## src/rtl/mem_port_arbiter.sv

```systemverilog
// mem_port_arbiter: round-robin client arbiter onto a one-command-at-a-time DDR3 backend with refresh priority and timeout
module mem_port_arbiter #(
  parameter int NPORTS = 3,
  parameter int AW = 22,
  parameter int DW = 8,
  parameter int BW = 16,
  parameter int TIMEOUT = 255,
  localparam int LW = (BW / DW > 1) ? $clog2(BW / DW) : 1
) (
  input  logic                 clk,
  input  logic                 resetn,
  input  logic [NPORTS-1:0]    req,
  input  logic [NPORTS-1:0]    we,
  input  logic [NPORTS*AW-1:0] addr,
  input  logic [NPORTS*DW-1:0] din,
  output logic [NPORTS-1:0]    ack,
  output logic [DW-1:0]        dout,
  input  logic                 refresh,
  output logic                 ready,
  output logic                 timeout_err,
  output logic                 mem_cmd_rd,
  output logic                 mem_cmd_wr,
  output logic                 mem_cmd_ref,
  output logic [AW-1:0]        mem_addr,
  output logic [BW-1:0]        mem_din,
  input  logic                 mem_busy,
  input  logic [BW-1:0]        mem_dout,
  input  logic                 mem_data_ready,
  input  logic [LW-1:0]        lane_sel
);
  localparam int PW = NPORTS > 1 ? $clog2(NPORTS) : 1;
  localparam int CW = $clog2(TIMEOUT + 1);
  typedef enum logic [1:0] {INIT, IDLE, WAIT} state_t;
  state_t state_q, state_d;
  logic init_cnt_q, init_cnt_d;
  logic ready_q, ready_d;
  logic err_q, err_d;
  logic [NPORTS-1:0] ack_q, ack_d;
  logic [DW-1:0] dout_q, dout_d;
  logic rd_q, rd_d, wr_q, wr_d, ref_q, ref_d;
  logic [AW-1:0] mem_addr_q, mem_addr_d;
  logic [BW-1:0] mem_din_q, mem_din_d;
  logic pend_q, pend_d;
  logic [PW-1:0] ptr_q, ptr_d, gnt_q, gnt_d;
  logic we_q, we_d, is_ref_q, is_ref_d;
  logic [CW-1:0] cnt_q, cnt_d;
  logic [NPORTS-1:0] req_eff;
  logic [PW:0] idx;
  logic found;
  logic [PW-1:0] g, nxt;
  logic [DW-1:0] dsel, lane_data;
  logic done;
  always_comb begin
    req_eff = req & ~ack_q;
    idx = '0;
    found = 1'b0;
    g = '0;
    for (int k = 0; k < NPORTS; k++) begin
      idx = (PW + 1)'(ptr_q) + (PW + 1)'(k);
      idx = idx >= (PW + 1)'(NPORTS) ? idx - (PW + 1)'(NPORTS) : idx;
      if (!found && req_eff[idx[PW-1:0]]) begin
        found = 1'b1;
        g = idx[PW-1:0];
      end
    end
    nxt = g == PW'(NPORTS - 1) ? '0 : g + 1'b1;
    dsel = DW'(din >> (int'(g) * DW));
    lane_data = DW'(mem_dout >> (DW * (int'(lane_sel) % (BW / DW))));
    done = cnt_q >= CW'(3) && !mem_busy;
    state_d = state_q;
    init_cnt_d = init_cnt_q;
    ready_d = ready_q;
    err_d = err_q;
    ack_d = '0;
    dout_d = dout_q;
    rd_d = 1'b0;
    wr_d = 1'b0;
    ref_d = 1'b0;
    mem_addr_d = mem_addr_q;
    mem_din_d = mem_din_q;
    pend_d = pend_q | refresh;
    ptr_d = ptr_q;
    gnt_d = gnt_q;
    we_d = we_q;
    is_ref_d = is_ref_q;
    cnt_d = cnt_q;
    unique case (state_q)
      INIT: begin
        init_cnt_d = !mem_busy;
        if (!mem_busy && init_cnt_q) begin
          ready_d = 1'b1;
          state_d = IDLE;
        end
      end
      IDLE: begin
        if (!mem_busy && (pend_q || refresh)) begin
          ref_d = 1'b1;
          pend_d = 1'b0;
          is_ref_d = 1'b1;
          cnt_d = CW'(1);
          state_d = WAIT;
        end else if (!mem_busy && found) begin
          gnt_d = g;
          we_d = we[g];
          wr_d = we[g];
          rd_d = !we[g];
          mem_addr_d = AW'(addr >> (int'(g) * AW));
          mem_din_d = {(BW / DW){dsel}};
          is_ref_d = 1'b0;
          ptr_d = nxt;
          cnt_d = CW'(1);
          state_d = WAIT;
        end
      end
      WAIT: begin
        if (done || cnt_q == CW'(TIMEOUT)) begin
          state_d = IDLE;
          ack_d = is_ref_q ? '0 : NPORTS'(1) << gnt_q;
          dout_d = (is_ref_q || we_q) ? dout_q : done ? lane_data : '0;
          err_d = err_q || !done || (!is_ref_q && !we_q && !mem_data_ready);
        end else begin
          cnt_d = cnt_q + 1'b1;
        end
      end
      default: state_d = INIT;
    endcase
  end
  always_ff @(posedge clk or negedge resetn) begin
    if (!resetn) begin
      state_q <= INIT;
      init_cnt_q <= 1'b0;
      ready_q <= 1'b0;
      err_q <= 1'b0;
      ack_q <= '0;
      dout_q <= '0;
      rd_q <= 1'b0;
      wr_q <= 1'b0;
      ref_q <= 1'b0;
      mem_addr_q <= '0;
      mem_din_q <= '0;
      pend_q <= 1'b0;
      ptr_q <= '0;
      gnt_q <= '0;
      we_q <= 1'b0;
      is_ref_q <= 1'b0;
      cnt_q <= '0;
    end else begin
      state_q <= state_d;
      init_cnt_q <= init_cnt_d;
      ready_q <= ready_d;
      err_q <= err_d;
      ack_q <= ack_d;
      dout_q <= dout_d;
      rd_q <= rd_d;
      wr_q <= wr_d;
      ref_q <= ref_d;
      mem_addr_q <= mem_addr_d;
      mem_din_q <= mem_din_d;
      pend_q <= pend_d;
      ptr_q <= ptr_d;
      gnt_q <= gnt_d;
      we_q <= we_d;
      is_ref_q <= is_ref_d;
      cnt_q <= cnt_d;
    end
  end
  assign ack = ack_q;
  assign dout = dout_q;
  assign ready = ready_q;
  assign timeout_err = err_q;
  assign mem_cmd_rd = rd_q;
  assign mem_cmd_wr = wr_q;
  assign mem_cmd_ref = ref_q;
  assign mem_addr = mem_addr_q;
  assign mem_din = mem_din_q;
endmodule

```

## config.mk

```make
export PLATFORM = sky130hd
export DESIGN_NAME = mem_port_arbiter
export DESIGN_NICKNAME = d
export VERILOG_FILES = /design/src/rtl/mem_port_arbiter.sv
export SDC_FILE = /design/constraint.sdc
export NUM_CORES = 1
export LEC_CHECK = 0
export BUFFER_PORTS_ARGS = -buffer_cell sky130_fd_sc_hd__buf_4
export CORE_MARGIN = 5
export CORE_UTILIZATION = 40
export DETAILED_ROUTE_END_ITERATION = 8
export PLACE_DENSITY = 0.82
export SLEW_MARGIN = 5
export SYNTH_ARGS = -nofsm -noshare
export SYNTH_HDL_FRONTEND = slang
export SYNTH_SLANG_ARGS = --single-unit
export TNS_END_PERCENT = 20
```

## constraint.sdc

```tcl
create_clock -name clk -period 2.4 [get_ports clk]
set_input_delay 0.24 -clock clk [delete_from_list [all_inputs] [get_ports clk]]
set_output_delay 0.24 -clock clk [all_outputs]
set_load 0.005 [all_outputs]
```

; ---- Word-level counts from Yosys, hierarchy flattened
; Index checks and enable logic that the tools add are counted.
; Widths: inputs -> output; s select.
[op_classes]
addsub = 7
mul = 1
n_lt_le_gt_ge = 8
n_eq_ne = 8
shifts = 4
n_mux = 43
n_bitwise = 5
reduce_logical = 31
[op_table]
columns = cell, count
row1 = $shr 66x7->22, 1
row2 = $mux 8, 4
row3 = $shr 24x5->8, 1
row4 = $mux 2, 11
row5 = $mux 1, 19
row6 = $pmux 8 s2, 1
row7 = $shr 16x4->8, 1
row8 = $lt 2x3->1 const B, 4
row9 = $reduce_and 3->1, 4
row10 = $mux 3, 3
row11 = $add 8x1->8 const B, 1
row12 = $bmux 1 s2, 4
row13 = $eq 8x8->1 const B, 1
row14 = $ge 8x2->1 const B, 1
row15 = $logic_and 1x1->1, 8
row16 = $logic_not 1->1, 8
row17 = $ge 3x2->1 const B, 2
row18 = $mul 2x4->6 const B, 1
row19 = $ne 2x2->1 const B, 3
row20 = $pmux 2 s3, 1
row21 = $reduce_and 2->1, 3
row22 = $sub 2x2->2 const B, 3
row23 = $logic_or 1x1->1, 5
row24 = $eq 2x2->1 const B, 2
row25 = other kinds (13), 15
[word_totals]
register_bits = 72
input_bits = 118
output_inout_bits = 54
wordCells = 124

; ---- Logic depth before layout (Yosys ltp)
[depth]
ltp_word = 17
depth_mapped = 11
mapped_depth_nobuf = 8

; ---- Least setup slack after synthesis
; No wires, ideal clock.
[synth_path]
kind = register to register
start = register ptr_q[0]
end = register mem_addr_q[0] (netlist: mem_addr[0])
setup_ns = 0.148
arrival_time_ns = 2.356
t_required_ns = 2.252
setup_slack_ns = -0.104
path_stages_with_launch = 10
n_path_buf = 2
synth_period_minus_slack_ns = 2.504
cell_sequence = dfrtp_1 inv_1 ha_1 buf_2 o31ai_1 nor3_1 a21oi_1 clkbuf_1 mux2i_1 o221ai_2
[synth_between]
elab_chain_len = 13
elab_cells_between_ends = 31
cone_classes = add/sub (5) / mul (1) / order compare (3) / shift (1) / mux (15) / reduce/logical (6)
[synth_lines]
columns = element, line
row1 = start: declaration, 44  ; logic [PW-1:0] ptr_q, ptr_d, gnt_q, gnt_d;
row2 = start signal: assignment, 160  ; ptr_q <= ptr_d;
row3 = "parallel branches: the longest is 13 deep, another holds $mul 2x4->6", --
row4 = end signal: assignment, 157  ; mem_addr_q <= mem_addr_d;
row5 = end: declaration, 41  ; logic [AW-1:0] mem_addr_q, mem_addr_d;
; Parallel ways; which one is timed is not known. The select of a mux whose other input is x is not followed.
; A chain may end at the register's enable or synchronous reset.

; ---- Final worst setup path
[layout_path]
start = register ptr_q[1]
end = register ptr_q[0]
[layout_between]
elab_chain_len = 13
elab_cells_between_ends = 32
cone_classes = add/sub (6) / order compare (3) / eq/ne (1) / mux (16) / reduce/logical (6)
[layout_lines]
columns = element
row1 = "parallel branches: the longest is 13 deep, another holds $add 2x1->3"
; Parallel ways; which one is timed is not known. The select of a mux whose other input is x is not followed.

==> reports/metrics.json <==
{
  "p_total": {"value": 5.45, "unit": "mW"},
  "setup.worst_path.end_class": {"value": "register"},
  "avgSynthCellArea": {"value": 10.1, "unit": "um2"},
  "crit-reg2reg-capture": {"value": "ptr_q[0]"},
  "crit_path_max_fanout": {"value": 13},
  "drt_iter0_drc": {"value": 149},
  "tritoncts": {"value": "yes"},
  "peak_vdd_ir": {"value": 0.507, "unit": "mV"},
  "layout_worst_path_cycle_share": {"value": 0.993},
  "timing.max_cap.violations": {"value": 0},
  "p_leak": {"value": 2.71, "unit": "nW"},
  "ys_types": {"value": 42},
  "io_pins": {"value": 172},
  "route.detailed.wl_per_inst": {"value": 18.5, "unit": "um"},
  "first_global_vias": {"value": 3734},
  "layout.cells.most_common": {"value": "sky130_fd_sc_hd__buf_4"},
  "regToRegStartpoint": {"value": "ptr_q[1]"},
  "antenna_violations_before_repair": {"value": 0},
  "grt_start_max_net_pins": {"value": 65},
  "yosys_warnings": {"value": 0},
  "crit_chain": {"value": "ha_4, or3b_4, a21oi_4, a21oi_2, a2111o_2, buf_12, buf_16, a22o_1"},
  "detailroute.via_count": {"value": 3565},
  "sequential_cell_area": {"value": 1600, "unit": "um2"},
  "criticalPathCategory": {"value": "register to register"},
  "postSynth.topFlopCell": {"value": "sky130_fd_sc_hd__dfrtp_1"},
  "hold_viol": {"value": 5},
  "critical_path.max_stage_delay": {"value": 0.51, "unit": "ns"},
  "critPathSlowestCell": {"value": "sky130_fd_sc_hd__a2111o_2"},
  "violations": {"value": "hold timing"},
  "fmaxAchievable": {"value": 420, "unit": "MHz"},
  "final_util": {"value": 0.637},
  "fp.dieW": {"value": 106, "unit": "um"},
  "multi_input_gate_area_in_the_final_layout": {"value": 2040, "unit": "um2"},
  "overflow": {"value": 0},
  "slew_headroom": {"value": 0.456},
  "drcViolationCount": {"value": 0},
  "path_clk_slew": {"value": 0.07, "unit": "ns"},
  "dpl.cell_count": {"value": 625},
  "postSynthNetCount": {"value": 482},
  "post_syn_instances": {"value": 360},
  "status": {"value": "finished, violations left"},
  "grt_setup_unrepaired": {"value": "true"},
  "worst-path-buf-inv": {"value": 2},
  "regToRegSetupSlack": {"value": 0.02, "unit": "ns"},
  "vias_per_cell": {"value": 5.46},
  "async_flop_share": {"value": 1.00},
  "worst_path_dominant_cell_family": {"value": "compound AO/OA/AOI/OAI gates"},
  "ys_seq_elements": {"value": 64},
  "synth.cell_area": {"value": 3650, "unit": "um2"},
  "setup-violations-final": {"value": 0},
  "cts_max_path_buffers": {"value": 2},
  "holdBufCountCts": {"value": 0},
  "grt_use_total": {"value": 0.208},
  "final_critical_period": {"value": 2.38, "unit": "ns"},
  "clk_latency": {"value": 0.33, "unit": "ns"},
  "filler_cell_count": {"value": 671},
  "worst_r2r_path_depth": {"value": 8},
  "post_route_cells_drive_above_1_share": {"value": 0.525},
  "cp_data_arrival_time": {"value": 2.61, "unit": "ns"},
  "startpoint_type": {"value": "register"},
  "core_area": {"value": 8810, "unit": "um2"},
  "power_density": {"value": 972, "unit": "nW/um2"},
  "start_util": {"value": 0.415},
  "crit_required": {"value": 2.62, "unit": "ns"},
  "slew_violations": {"value": 0},
  "cts_made_buffers": {"value": 9},
  "most-common-layout-cells": {"value": "sky130_fd_sc_hd__buf_4 (191), sky130_fd_sc_hd__nand2_1 (67), sky130_fd_sc_hd__dfrtp_1 (63)"},
  "cts.sinks": {"value": 64},
  "numPortBuffers": {"value": 171},
  "hold-worst-slack": {"value": -0.00557, "unit": "ns"},
  "worst_clock_skew": {"value": 0.0108, "unit": "ns"},
  "drtPass1Iterations": {"value": 4},
  "dpl.hpwl": {"value": 8510, "unit": "um"},
  "finalWirelength": {"value": 12100, "unit": "um"},
  "grt_first_pass_wirelength": {"value": 18600, "unit": "um"},
  "area_growth_synth_to_finish": {"value": 53.6, "unit": "%"},
  "cts_htree_levels": {"value": 3},
  "cts_root_buffer": {"value": "sky130_fd_sc_hd__clkbuf_8"},
  "dieHeight": {"value": 106, "unit": "um"},
  "total_number_of_nets_in_the_final_design": {"value": 662},
  "final_cell_count_no_fill": {"value": 653},
  "timing.hold.worst.class": {"value": "input pin to asynchronous set/reset pin"},
  "synth-edff-count": {"value": 0},
  "timing_worst_slew_pin_value": {"value": 0.815, "unit": "ns"},
  "gp_congestion": {"value": 0.841},
  "fp.dieArea": {"value": 11100, "unit": "um2"},
  "proportion_of_synthesized_chip_area_in_sequential_cells": {"value": 0.439},
  "number_of_antenna_repair_diodes": {"value": 0},
  "std_cell_rows": {"value": 34},
  "postRouteAntennaNets": {"value": 0}
}
[through the flow]
stage | worst slack (ns) | setup TNS (ns) | area, um2
after global routing | -0.0254 | -0.0620 | 5610
after floorplan | -0.0336 | -0.989 | 3670
after CTS | -0.0199 | -0.138 | 5460
after global placement | -0.00732 | -0.106 | 5070
final | 0.0175 | 0 | 5610
after detailed placement | -0.154 | -4.22 | 5070
[power by group]
part	internal, mW	switching (mW)
combinational	1.47	1.38
clock	0.535	0.409
sequential	1.40	0.255
total	3.41	2.04
[flip-flops by register name (all words and copies together), names as in the netlist, 2 cells and up]
name      cells
cnt_q         8
ack           3
state_q       2
ptr_q         2
mem_din       8
mem_addr     22
gnt_q         2
dout          8
[worst register-to-register path, cell delays in order, from the launching register on]
cell	delay, ns
sky130_fd_sc_hd__dfrtp_2	0.43
sky130_fd_sc_hd__ha_4	0.18
sky130_fd_sc_hd__or3b_4	0.38
sky130_fd_sc_hd__a21oi_4	0.16
sky130_fd_sc_hd__a21oi_2	0.06
sky130_fd_sc_hd__a2111o_2	0.51
sky130_fd_sc_hd__buf_12	0.19
sky130_fd_sc_hd__buf_16	0.15
sky130_fd_sc_hd__a22o_1	0.23
[worst max path at each step]
stage | cells past startpoint | end | startpoint
global placement | 8 | mem_addr[17] | ptr_q[0]
finish | 8 | ptr_q[0] | ptr_q[1]
floorplan | 11 | mem_addr[0] | ptr_q[0]
detailed placement | 8 | mem_addr[17] | ptr_q[0]
CTS | 9 | mem_addr[16] | ptr_q[1]
global route | 8 | ptr_q[0] | ptr_q[1]
[routing by layer]
| metal | wire (um) | vias up | GRT usage |
|---|---|---|---|
| li1 | - | 1661 | - |
| met1 | 4520 | 1750 | 0.234 |
| met2 | 6580 | 122 | 0.384 |
| met3 | 605 | 32 | 0.0355 |
| met4 | 342 | 0 | 0.0953 |
| met5 | 0 | - | 0 |
[Yosys cell counts, drive strengths merged (6+ instances only)]
cell | count | area share
a21oi | 12 | 0.017
buf | 17 | 0.037
clkbuf | 16 | 0.016
dfrtp | 64 | 0.44
mux2i | 38 | 0.10
nand2 | 76 | 0.078
nand2b | 7 | 0.012
nand3 | 6 | 0.0082
nor2 | 19 | 0.020
nor3 | 10 | 0.014
o221ai | 30 | 0.12
o31ai | 11 | 0.023
[final cells by class]
| type | count | area share |
|---|---|---|
| clock buffer | 13 | 0.0283 |
| sequential | 64 | 0.286 |
| clock inverter | 3 | 0.00714 |
| multi-input combinational | 261 | 0.364 |
| tap | 108 | 0.0241 |
| timing repair buffer | 199 | 0.288 |
| inverter | 5 | 0.00335 |
[what timing repair did]
item	CTS	global route
buffers inserted	5	2
endpoints found under the setup margin	37	39
cloned	4	2
gates resized for setup	23	25
pin swaps	6	5
[cells by family (layout without fill, tap and decap cells)]
logic type,after synthesis,in the layout,share of synthesized area
AND/OR/NAND/NOR,136,139,0.166
AO/OA/AOI/OAI,74,74,0.205
flip-flops,64,64,0.439
multiplexers,39,39,0.107
buffers and inverters,38,220,0.0583
XOR/XNOR,5,5,0.0120
adder cells (fa/ha/maj),4,4,0.0137
Note: power is estimated with default switching activity, not from simulation.
